## src/rtl/pma_tx_pkg.sv

```systemverilog
// Shared constants for the PMA transmit scheduler: symbol encodings,
// FSM state codes and the default symbol width.
package pma_tx_pkg;

   localparam int unsigned PMA_DATA_WIDTH = 10;

   localparam logic [9:0] COMMA_SYM = 10'b0011111010;  // K28.5 RD-
   localparam logic [9:0] SKP_SYM   = 10'b0011110100;  // K28.0
   localparam logic [9:0] TS_SYM    = 10'b0101010101;  // D10.2

   localparam logic [1:0] ST_IDLE   = 2'd0;
   localparam logic [1:0] ST_TRAIN  = 2'd1;
   localparam logic [1:0] ST_ACTIVE = 2'd2;
   localparam logic [1:0] ST_SKP    = 2'd3;

endpackage

```

## src/rtl/pma_tx_scheduler_if.sv

```systemverilog
// MAC-side word handshake into the PMA transmit scheduler.
interface pma_tx_scheduler_if #(
   parameter int unsigned DATA_WIDTH = 10
) ();

   logic [DATA_WIDTH-1:0] MAC_Data_in;
   logic                  MAC_Valid;
   logic                  MAC_Ready;

   modport master (output MAC_Data_in, output MAC_Valid, input MAC_Ready);
   modport slave  (input MAC_Data_in, input MAC_Valid, output MAC_Ready);

endinterface

```

## src/rtl/pma_tx_os_gen.sv

```systemverilog
// Ordered-set symbol generator: one COMMA followed by TS or SKP fill symbols.
// The symbol for the current slot is combinational so the caller can register it.
module pma_tx_os_gen
   import pma_tx_pkg::*;
#(
   parameter int unsigned DATA_WIDTH = PMA_DATA_WIDTH,
   parameter int unsigned TS_LEN     = 16,
   parameter int unsigned SKP_LEN    = 4
) (
   input  logic                  clk,
   input  logic                  rst,
   input  logic                  start_i,
   input  logic                  sel_skp_i,
   output logic [DATA_WIDTH-1:0] sym_c,
   output logic                  last_c,
   output logic                  busy_o
);

   localparam int unsigned MAX_LEN = (TS_LEN > SKP_LEN) ? TS_LEN : SKP_LEN;
   localparam int unsigned SYM_W   = (MAX_LEN > 1) ? $clog2(MAX_LEN) : 1;

   logic [SYM_W-1:0] sym_cnt_q, sym_cnt_d;
   logic             busy_q, busy_d;
   logic             sel_q, sel_d;
   logic             sel_c;
   logic             run_c;
   logic [SYM_W-1:0] idx_c;
   logic [SYM_W-1:0] last_idx_c;

   // A start strobe produces symbol 0 in the same slot; the set then runs on its own.
   always_comb begin
      sym_cnt_d  = sym_cnt_q;
      busy_d     = busy_q;
      sel_d      = sel_q;
      sel_c      = busy_q ? sel_q : sel_skp_i;
      run_c      = busy_q | start_i;
      idx_c      = busy_q ? sym_cnt_q : '0;
      last_idx_c = sel_c ? SYM_W'(SKP_LEN - 1) : SYM_W'(TS_LEN - 1);
      last_c     = run_c && (idx_c == last_idx_c);
      sym_c      = '0;

      if (run_c) begin
         if (idx_c == '0) begin
            sym_c = DATA_WIDTH'(COMMA_SYM);
         end else if (sel_c) begin
            sym_c = DATA_WIDTH'(SKP_SYM);
         end else begin
            sym_c = DATA_WIDTH'(TS_SYM);
         end

         sel_d = sel_c;
         if (last_c) begin
            busy_d    = 1'b0;
            sym_cnt_d = '0;
         end else begin
            busy_d    = 1'b1;
            sym_cnt_d = idx_c + SYM_W'(1);
         end
      end
   end

   always_ff @(posedge clk) begin
      if (rst) begin
         sym_cnt_q <= '0;
         busy_q    <= 1'b0;
         sel_q     <= 1'b0;
      end else begin
         sym_cnt_q <= sym_cnt_d;
         busy_q    <= busy_d;
         sel_q     <= sel_d;
      end
   end

   assign busy_o = busy_q;

endmodule

```

## src/rtl/pma_tx_scheduler.sv

```systemverilog
// Word-rate controller for the PMA serializer: link training, periodic SKP
// insertion and MAC data, with COMMA filler in idle slots.
module pma_tx_scheduler
   import pma_tx_pkg::*;
#(
   parameter int unsigned DATA_WIDTH   = PMA_DATA_WIDTH,
   parameter int unsigned TS_LEN       = 16,
   parameter int unsigned TS_COUNT     = 64,
   parameter int unsigned SKP_LEN      = 4,
   parameter int unsigned SKP_INTERVAL = 1180
) (
   input  logic                  Bit_Rate_Clk_10,
   input  logic                  Rst,
   input  logic                  Tx_Enable,
   pma_tx_scheduler_if.slave     mac,
   output logic [DATA_WIDTH-1:0] Data_out,
   output logic                  Ser_Data_En,
   output logic                  Link_Up,
   output logic                  Skp_Sent,
   output logic [1:0]            State
);

   localparam int unsigned OS_W  = (TS_COUNT > 1) ? $clog2(TS_COUNT) : 1;
   localparam int unsigned TMR_W = (SKP_INTERVAL > 1) ? $clog2(SKP_INTERVAL) : 1;

   logic [1:0]            state_q, state_d;
   logic [OS_W-1:0]       os_cnt_q, os_cnt_d;
   logic [TMR_W-1:0]      skp_timer_q, skp_timer_d;
   logic                  skp_pending_q, skp_pending_d;
   logic [DATA_WIDTH-1:0] data_out_q, data_out_d;
   logic                  ser_data_en_q, ser_data_en_d;
   logic                  link_up_q, link_up_d;
   logic                  skp_sent_q, skp_sent_d;

   logic                  gen_start;
   logic                  gen_sel_skp;
   logic [DATA_WIDTH-1:0] gen_sym;
   logic                  gen_last;
   logic                  gen_busy;
   logic                  mac_ready_c;
   logic                  mac_accept_c;

   pma_tx_os_gen #(
      .DATA_WIDTH (DATA_WIDTH),
      .TS_LEN     (TS_LEN),
      .SKP_LEN    (SKP_LEN)
   ) u_os_gen (
      .clk       (Bit_Rate_Clk_10),
      .rst       (Rst),
      .start_i   (gen_start),
      .sel_skp_i (gen_sel_skp),
      .sym_c     (gen_sym),
      .last_c    (gen_last),
      .busy_o    (gen_busy)
   );

   assign mac_ready_c  = (state_q == ST_ACTIVE) && Tx_Enable && !skp_pending_q;
   assign mac_accept_c = mac_ready_c && mac.MAC_Valid;
   assign mac.MAC_Ready = mac_ready_c;

   always_comb begin
      state_d       = state_q;
      os_cnt_d      = os_cnt_q;
      skp_timer_d   = skp_timer_q;
      skp_pending_d = skp_pending_q;
      data_out_d    = '0;
      ser_data_en_d = 1'b0;
      link_up_d     = 1'b0;
      skp_sent_d    = 1'b0;
      gen_start     = 1'b0;
      gen_sel_skp   = 1'b0;

      case (state_q)
         ST_IDLE: begin
            os_cnt_d      = '0;
            skp_timer_d   = '0;
            skp_pending_d = 1'b0;
            if (Tx_Enable) begin
               state_d = ST_TRAIN;
            end
         end

         // Training sets always complete; Tx_Enable is only honoured at a set boundary.
         ST_TRAIN: begin
            ser_data_en_d = 1'b1;
            gen_start     = !gen_busy;
            data_out_d    = gen_sym;
            if (gen_last) begin
               if (!Tx_Enable) begin
                  state_d  = ST_IDLE;
                  os_cnt_d = '0;
               end else if (os_cnt_q == OS_W'(TS_COUNT - 1)) begin
                  state_d     = ST_ACTIVE;
                  os_cnt_d    = '0;
                  skp_timer_d = '0;
               end else begin
                  os_cnt_d = os_cnt_q + OS_W'(1);
               end
            end
         end

         ST_ACTIVE: begin
            ser_data_en_d = 1'b1;
            link_up_d     = 1'b1;
            if (!Tx_Enable) begin
               state_d    = ST_IDLE;
               data_out_d = DATA_WIDTH'(COMMA_SYM);
            end else if (skp_pending_q) begin
               gen_start     = 1'b1;
               gen_sel_skp   = 1'b1;
               data_out_d    = gen_sym;
               skp_pending_d = 1'b0;
               state_d       = ST_SKP;
            end else if (mac_accept_c) begin
               data_out_d = mac.MAC_Data_in;
            end else begin
               data_out_d = DATA_WIDTH'(COMMA_SYM);
            end
         end

         ST_SKP: begin
            ser_data_en_d = 1'b1;
            link_up_d     = 1'b1;
            data_out_d    = gen_sym;
            if (gen_last) begin
               skp_sent_d = 1'b1;
               state_d    = Tx_Enable ? ST_ACTIVE : ST_IDLE;
            end
         end

         default: begin
            state_d = ST_IDLE;
         end
      endcase

      // SKP interval runs start-to-start, so the timer keeps counting inside SKP.
      if ((state_q == ST_ACTIVE) || (state_q == ST_SKP)) begin
         if (skp_timer_q == TMR_W'(SKP_INTERVAL - 1)) begin
            skp_timer_d   = '0;
            skp_pending_d = 1'b1;
         end else begin
            skp_timer_d = skp_timer_q + TMR_W'(1);
         end
      end
   end

   always_ff @(posedge Bit_Rate_Clk_10) begin
      if (Rst) begin
         state_q       <= ST_IDLE;
         os_cnt_q      <= '0;
         skp_timer_q   <= '0;
         skp_pending_q <= 1'b0;
         data_out_q    <= '0;
         ser_data_en_q <= 1'b0;
         link_up_q     <= 1'b0;
         skp_sent_q    <= 1'b0;
      end else begin
         state_q       <= state_d;
         os_cnt_q      <= os_cnt_d;
         skp_timer_q   <= skp_timer_d;
         skp_pending_q <= skp_pending_d;
         data_out_q    <= data_out_d;
         ser_data_en_q <= ser_data_en_d;
         link_up_q     <= link_up_d;
         skp_sent_q    <= skp_sent_d;
      end
   end

   assign Data_out    = data_out_q;
   assign Ser_Data_En = ser_data_en_q;
   assign Link_Up     = link_up_q;
   assign Skp_Sent    = skp_sent_q;
   assign State       = state_q;

endmodule

```

## src/flat_wrapper.sv

```systemverilog
// flat-port wrapper written by rule: the top's interface ports become plain ports
module pma_tx_scheduler_flat import pma_tx_pkg::*;
#(
   parameter int unsigned DATA_WIDTH   = PMA_DATA_WIDTH,
   parameter int unsigned TS_LEN       = 16,
   parameter int unsigned TS_COUNT     = 64,
   parameter int unsigned SKP_LEN      = 4,
   parameter int unsigned SKP_INTERVAL = 1180
)
  (Bit_Rate_Clk_10, Rst, Tx_Enable, Data_out, Ser_Data_En, Link_Up, Skp_Sent, State, mac_MAC_Data_in, mac_MAC_Valid, mac_MAC_Ready);
  pma_tx_scheduler_if #(.DATA_WIDTH(DATA_WIDTH)) mac_i ();
  input  logic Bit_Rate_Clk_10;
  input  logic Rst;
  input  logic Tx_Enable;
  output logic [DATA_WIDTH-1:0] Data_out;
  output logic Ser_Data_En;
  output logic Link_Up;
  output logic Skp_Sent;
  output logic [1:0] State;
  input wire logic [$bits(mac_i.MAC_Data_in)-1:0] mac_MAC_Data_in;
  input wire logic [$bits(mac_i.MAC_Valid)-1:0] mac_MAC_Valid;
  output wire logic [$bits(mac_i.MAC_Ready)-1:0] mac_MAC_Ready;
  assign mac_i.MAC_Data_in = mac_MAC_Data_in;
  assign mac_i.MAC_Valid = mac_MAC_Valid;
  assign mac_MAC_Ready = mac_i.MAC_Ready;
  pma_tx_scheduler #(.DATA_WIDTH(DATA_WIDTH), .TS_LEN(TS_LEN), .TS_COUNT(TS_COUNT), .SKP_LEN(SKP_LEN), .SKP_INTERVAL(SKP_INTERVAL)) u_core (.Bit_Rate_Clk_10(Bit_Rate_Clk_10), .Rst(Rst), .Tx_Enable(Tx_Enable), .mac(mac_i), .Data_out(Data_out), .Ser_Data_En(Ser_Data_En), .Link_Up(Link_Up), .Skp_Sent(Skp_Sent), .State(State));
endmodule
```

## config.mk

```make
export PLATFORM = sky130hd
export DESIGN_NAME = pma_tx_scheduler_flat
export DESIGN_NICKNAME = d
export VERILOG_FILES = /design/src/rtl/pma_tx_pkg.sv /design/src/rtl/pma_tx_scheduler_if.sv /design/src/rtl/pma_tx_os_gen.sv /design/src/rtl/pma_tx_scheduler.sv /design/src/flat_wrapper.sv
export SDC_FILE = /design/constraint.sdc
export NUM_CORES = 1
export LEC_CHECK = 0
export CORE_MARGIN = 2
export CORE_UTILIZATION = 35
export DETAILED_ROUTE_END_ITERATION = 10
export PLACE_DENSITY = 0.58
export SLEW_MARGIN = 10
export SYNTH_ARGS = -nofsm -noshare
export SYNTH_HDL_FRONTEND = slang
export SYNTH_SLANG_ARGS = --single-unit
```

## constraint.sdc

```tcl
create_clock -name Bit_Rate_Clk_10 -period 2.2 [get_ports Bit_Rate_Clk_10]
set_clock_uncertainty 0.05 [all_clocks]
set_input_delay 0.44 -clock Bit_Rate_Clk_10 [delete_from_list [all_inputs] [get_ports Bit_Rate_Clk_10]]
set_output_delay 0.44 -clock Bit_Rate_Clk_10 [all_outputs]
set_load 0.005 [all_outputs]
```

==> impl_metrics.csv <==
group,metric,value,unit
power,max-vdd-ir-drop,0.2763,mV
yosys,synth_top_area_share,36.22,%
setup_path,start_kind,"flop",
placement,port_buffers,29,
grt,grt_usage,17.32,%
power,powerDensity,625.1,mW/mm^2
power,p_total,1909,uW
detailed_routing,drc_errors,0,
power,switching_power,570.7,uW
layout,regArea,785.8,sq um
timing,worst_slew_pin_slew,0.4289,ns
setup_path,required,2.32,ns
yosys,synth_edf_count,0,
detailed_routing,drt_iter0_markers,100,
grt,grt_max_degree,20,
timing,finalCritPeriodShare,97.01,%
worst_hold_path,hp-class,"reg2reg",
setup_path,cp_max_fo,4,
grt,grt_pass1_vias,2016,
placement,gp_congestion,0.8627,
clock_tree,cts_sinks,39,
yosys,synth_top_cell_by_area,"dfxtp_1",
yosys,synth_cells,264,
detailed_routing,dr.pass1.iters,4,
timing,slew_violations,0,
grt,antenna_found_initial,0,
grt,grt_use_met1,22.46,%
layout,drive_above_1_share,24.78,%
grt,use_met3,3.804,%
yosys,synth_ff_type,"dfxtp_1",
clock_tree,htreeDepth,2,
clock_tree,cts_made_buffers,5,
detailed_routing,wl_per_cell,13.86,um
floorplanning,die_area,0.006803,sq mm
layout,fin_nets,359,
placement,hpwl,4122,um
floorplanning,design.portCount,30,
yosys,netlist_area,0.002156,sq mm
detailed_routing,ant_nets,0,
detailed_routing,routed_wirelength,5684,um
yosys,yosysWarnings,0,
clock_tree,cts_root_buf,"clkbuf_8",
timing,clock.fmax,468.5,MHz
timing,period_needed,2.134,ns
layout,syn2layout_area_growth,41.61,%
floorplanning,die_w,82.48,um
power,combinationalPowerShare,29.7,%
floorplanning,die_h,82.48,um
power,p_seq_share,38.8,%
clock_tree,clock_path_buffers,2,
grt,groute.layer.met2.usage,28.63,%
power,clock_power_share,31.5,%
clock_tree,postCtsHoldBufs,0,
clock_tree,clkTransAtPathRegs,0.08,ns
layout,nFillCells,568,
yosys,netlist_top_cells_count,"dfxtp_1, a21oi_1, nand2_1, o21ai_0, nor2_1",
clock_tree,clk_latency,0.29,ns
flow_run,max_cap_violations,0,
yosys,async_flop_share,0,%
yosys,synth_seq_cells,39,
timing,setup_violations,0,
setup_path,critPathKind,"reg2reg",
yosys,syn_nets,289,
timing,rsz0062_at_grt,"true",
yosys,synthTopCellsByArea,"dfxtp_1, a21oi_1, ha_1",
setup_path,arrival,2.26,ns
power,switching_share,29.90,%
floorplanning,start_util,36.41,%
power,p_int,1338,uW
yosys,ys_seq_area_share,36.22,%
worst_hold_path,holdPathStages,2,
placement,place_inst,391,
detailed_routing,vias,2186,
power,p_leak,0.001133,uW
grt,grt-busiest-layer,"met2",
setup_path,reg2reg_depth,14,
grt,grt_pass1_wl,9101,um
yosys,synth.distinct_cells,58,
grt,grt_overflow_total,0,
run_status,status,"finished, final reports clean",
detailed_routing,viasPerCell,5.332,
yosys,syn_area_per_cell,8.166,sq um
floorplanning,num_rows,28,
layout,antennaDiodeCount,0,
layout,multi_input_area,0.001374,sq mm
layout,finalNonFillerCells,410,
setup_path,worstSetupEndpointType,"flop",
clock_tree,tritoncts,"yes",
floorplanning,core,0.005921,sq mm
timing,slew_headroom,71.15,%
yosys,synth_most_common_cell,"dfxtp_1",
timing,hold_violations,0,
[power by group through the flow]
stage	Sequential, uW	Combinational, uW	Clock (uW)
finish	741	567	601
global route	745	621	648
CTS	738	489	624
detailed placement	753	481	0
global placement	753	484	0
floorplan	760	254	0
[layout by cell type, fill, tap and decap left out, types with 3 or more instances in the layout]
cell type and n:
inv_1 8, o211ai_1 3, nand2_1 23, buf_6 4, ha_1 7, clkdlybuf4s50_1 27, a2bb2oi_1 4, nand4_1 4
and3_1 3, a21oi_2 4, nor2_1 18, o21ai_0 22, a21oi_1 29, nand3_1 13, ha_2 3, clkbuf_8 5
o2bb2ai_1 3, dfxtp_1 37, buf_4 41, and4_1 3, nor2b_1 5
[worst max-delay path: stages, from the launching register on]
cell and delay, ns:
dfxtp_2 0.34, inv_4 0.08, buf_4 0.10, ha_2 0.17, buf_6 0.10, nand3b_1 0.09, buf_4 0.14, buf_4 0.12
buf_4 0.12, buf_4 0.12, buf_4 0.12, buf_4 0.13, and3_4 0.15, o2111ai_1 0.10, a21oi_1 0.10
[state kept, by name (all words and copies together) (netlist names)]
register / count
u_core.skp_timer_q: 11
u_core.Data_out: 10
u_core.os_cnt_q: 6
u_core.State: 2
u_core.Link_Up: 1
u_core.u_os_gen.busy_o: 1
u_core.u_os_gen.sel_q: 1
u_core.u_os_gen.sym_cnt_q: 4
u_core.Ser_Data_En: 1
u_core.skp_pending_q: 1
u_core.Skp_Sent: 1
[timing repair]
action,4_1_cts,5_1_grt
setup endpoints to repair,4,19
resized for setup,7,26
pin swaps,2,10
setup buffers,6,5
endpoints found under the hold margin,0,0
[cells by family after synthesis]
| family | Yosys count | synth area share [%] |
|---|---|---|
| flops | 39 | 36.22 |
| xor+xnor | 2 | 0.8127 |
| buf+inv | 22 | 4.120 |
| compound gates | 91 | 27.11 |
| mux | 1 | 0.4643 |
| simple gates | 98 | 24.90 |
| fa+ha+maj | 11 | 6.384 |
[per-layer routing]
layer  routed length [um]  vias up  share of wire, %
met1                 2663     1003                47
met2                 2699       51                47
met3                  245        9               4.3
met4                   75        0               1.3
li1                     -     1123                 -
met5                    0        -                 0
[final cells by class]
cell class,instances,area share [%]
inverter,11,1.516
timing repair buffer,74,20.98
sequential,39,25.74
tap,75,3.074
clock inverter,3,1.434
multi-input combinational,203,45.00
clock buffer,5,2.254
[path summary, 6_finish.rpt]
kind / start / end / slack, ns
max: u_core.State[0]$_SDFFE_PP0P_ / u_core.State[1]$_SDFFE_PP0P_ / 0.07
min: u_core.skp_timer_q[1]$_SDFFE_PP0P_ / u_core.skp_timer_q[1]$_SDFFE_PP0P_ / 0.44
min reg2reg: u_core.skp_timer_q[1]$_SDFFE_PP0P_ / u_core.skp_timer_q[1]$_SDFFE_PP0P_ / 0.44
max reg2reg: u_core.State[0]$_SDFFE_PP0P_ / u_core.State[1]$_SDFFE_PP0P_ / 0.07
[stage by stage]
| stage | setup slack, ns | instance area (sq um) | setup TNS [ns] | utilization, % | hold WS, ns |
|---|---|---|---|---|---|
| 6_report | 0.06574 | 3053 | 0 | 51.56 | 0.4369 |
| 5_1_grt | -0.04508 | 3053 | -0.1898 | 51.56 | 0.4649 |
| 4_1_cts | 0.008323 | 2913 | 0 | 49.20 | 0.4345 |
| 3_5_place_dp | -0.3054 | 2750 | -4.304 | 46.45 | 0.4196 |
| 3_3_place_gp | -0.2648 | 2750 | -3.991 | 46.45 | 0.4046 |
| 2_1_floorplan | -0.0006166 | 2158 | -0.0006166 | - | 0.3943 |
Note: power is estimated with default switching activity, not from simulation.
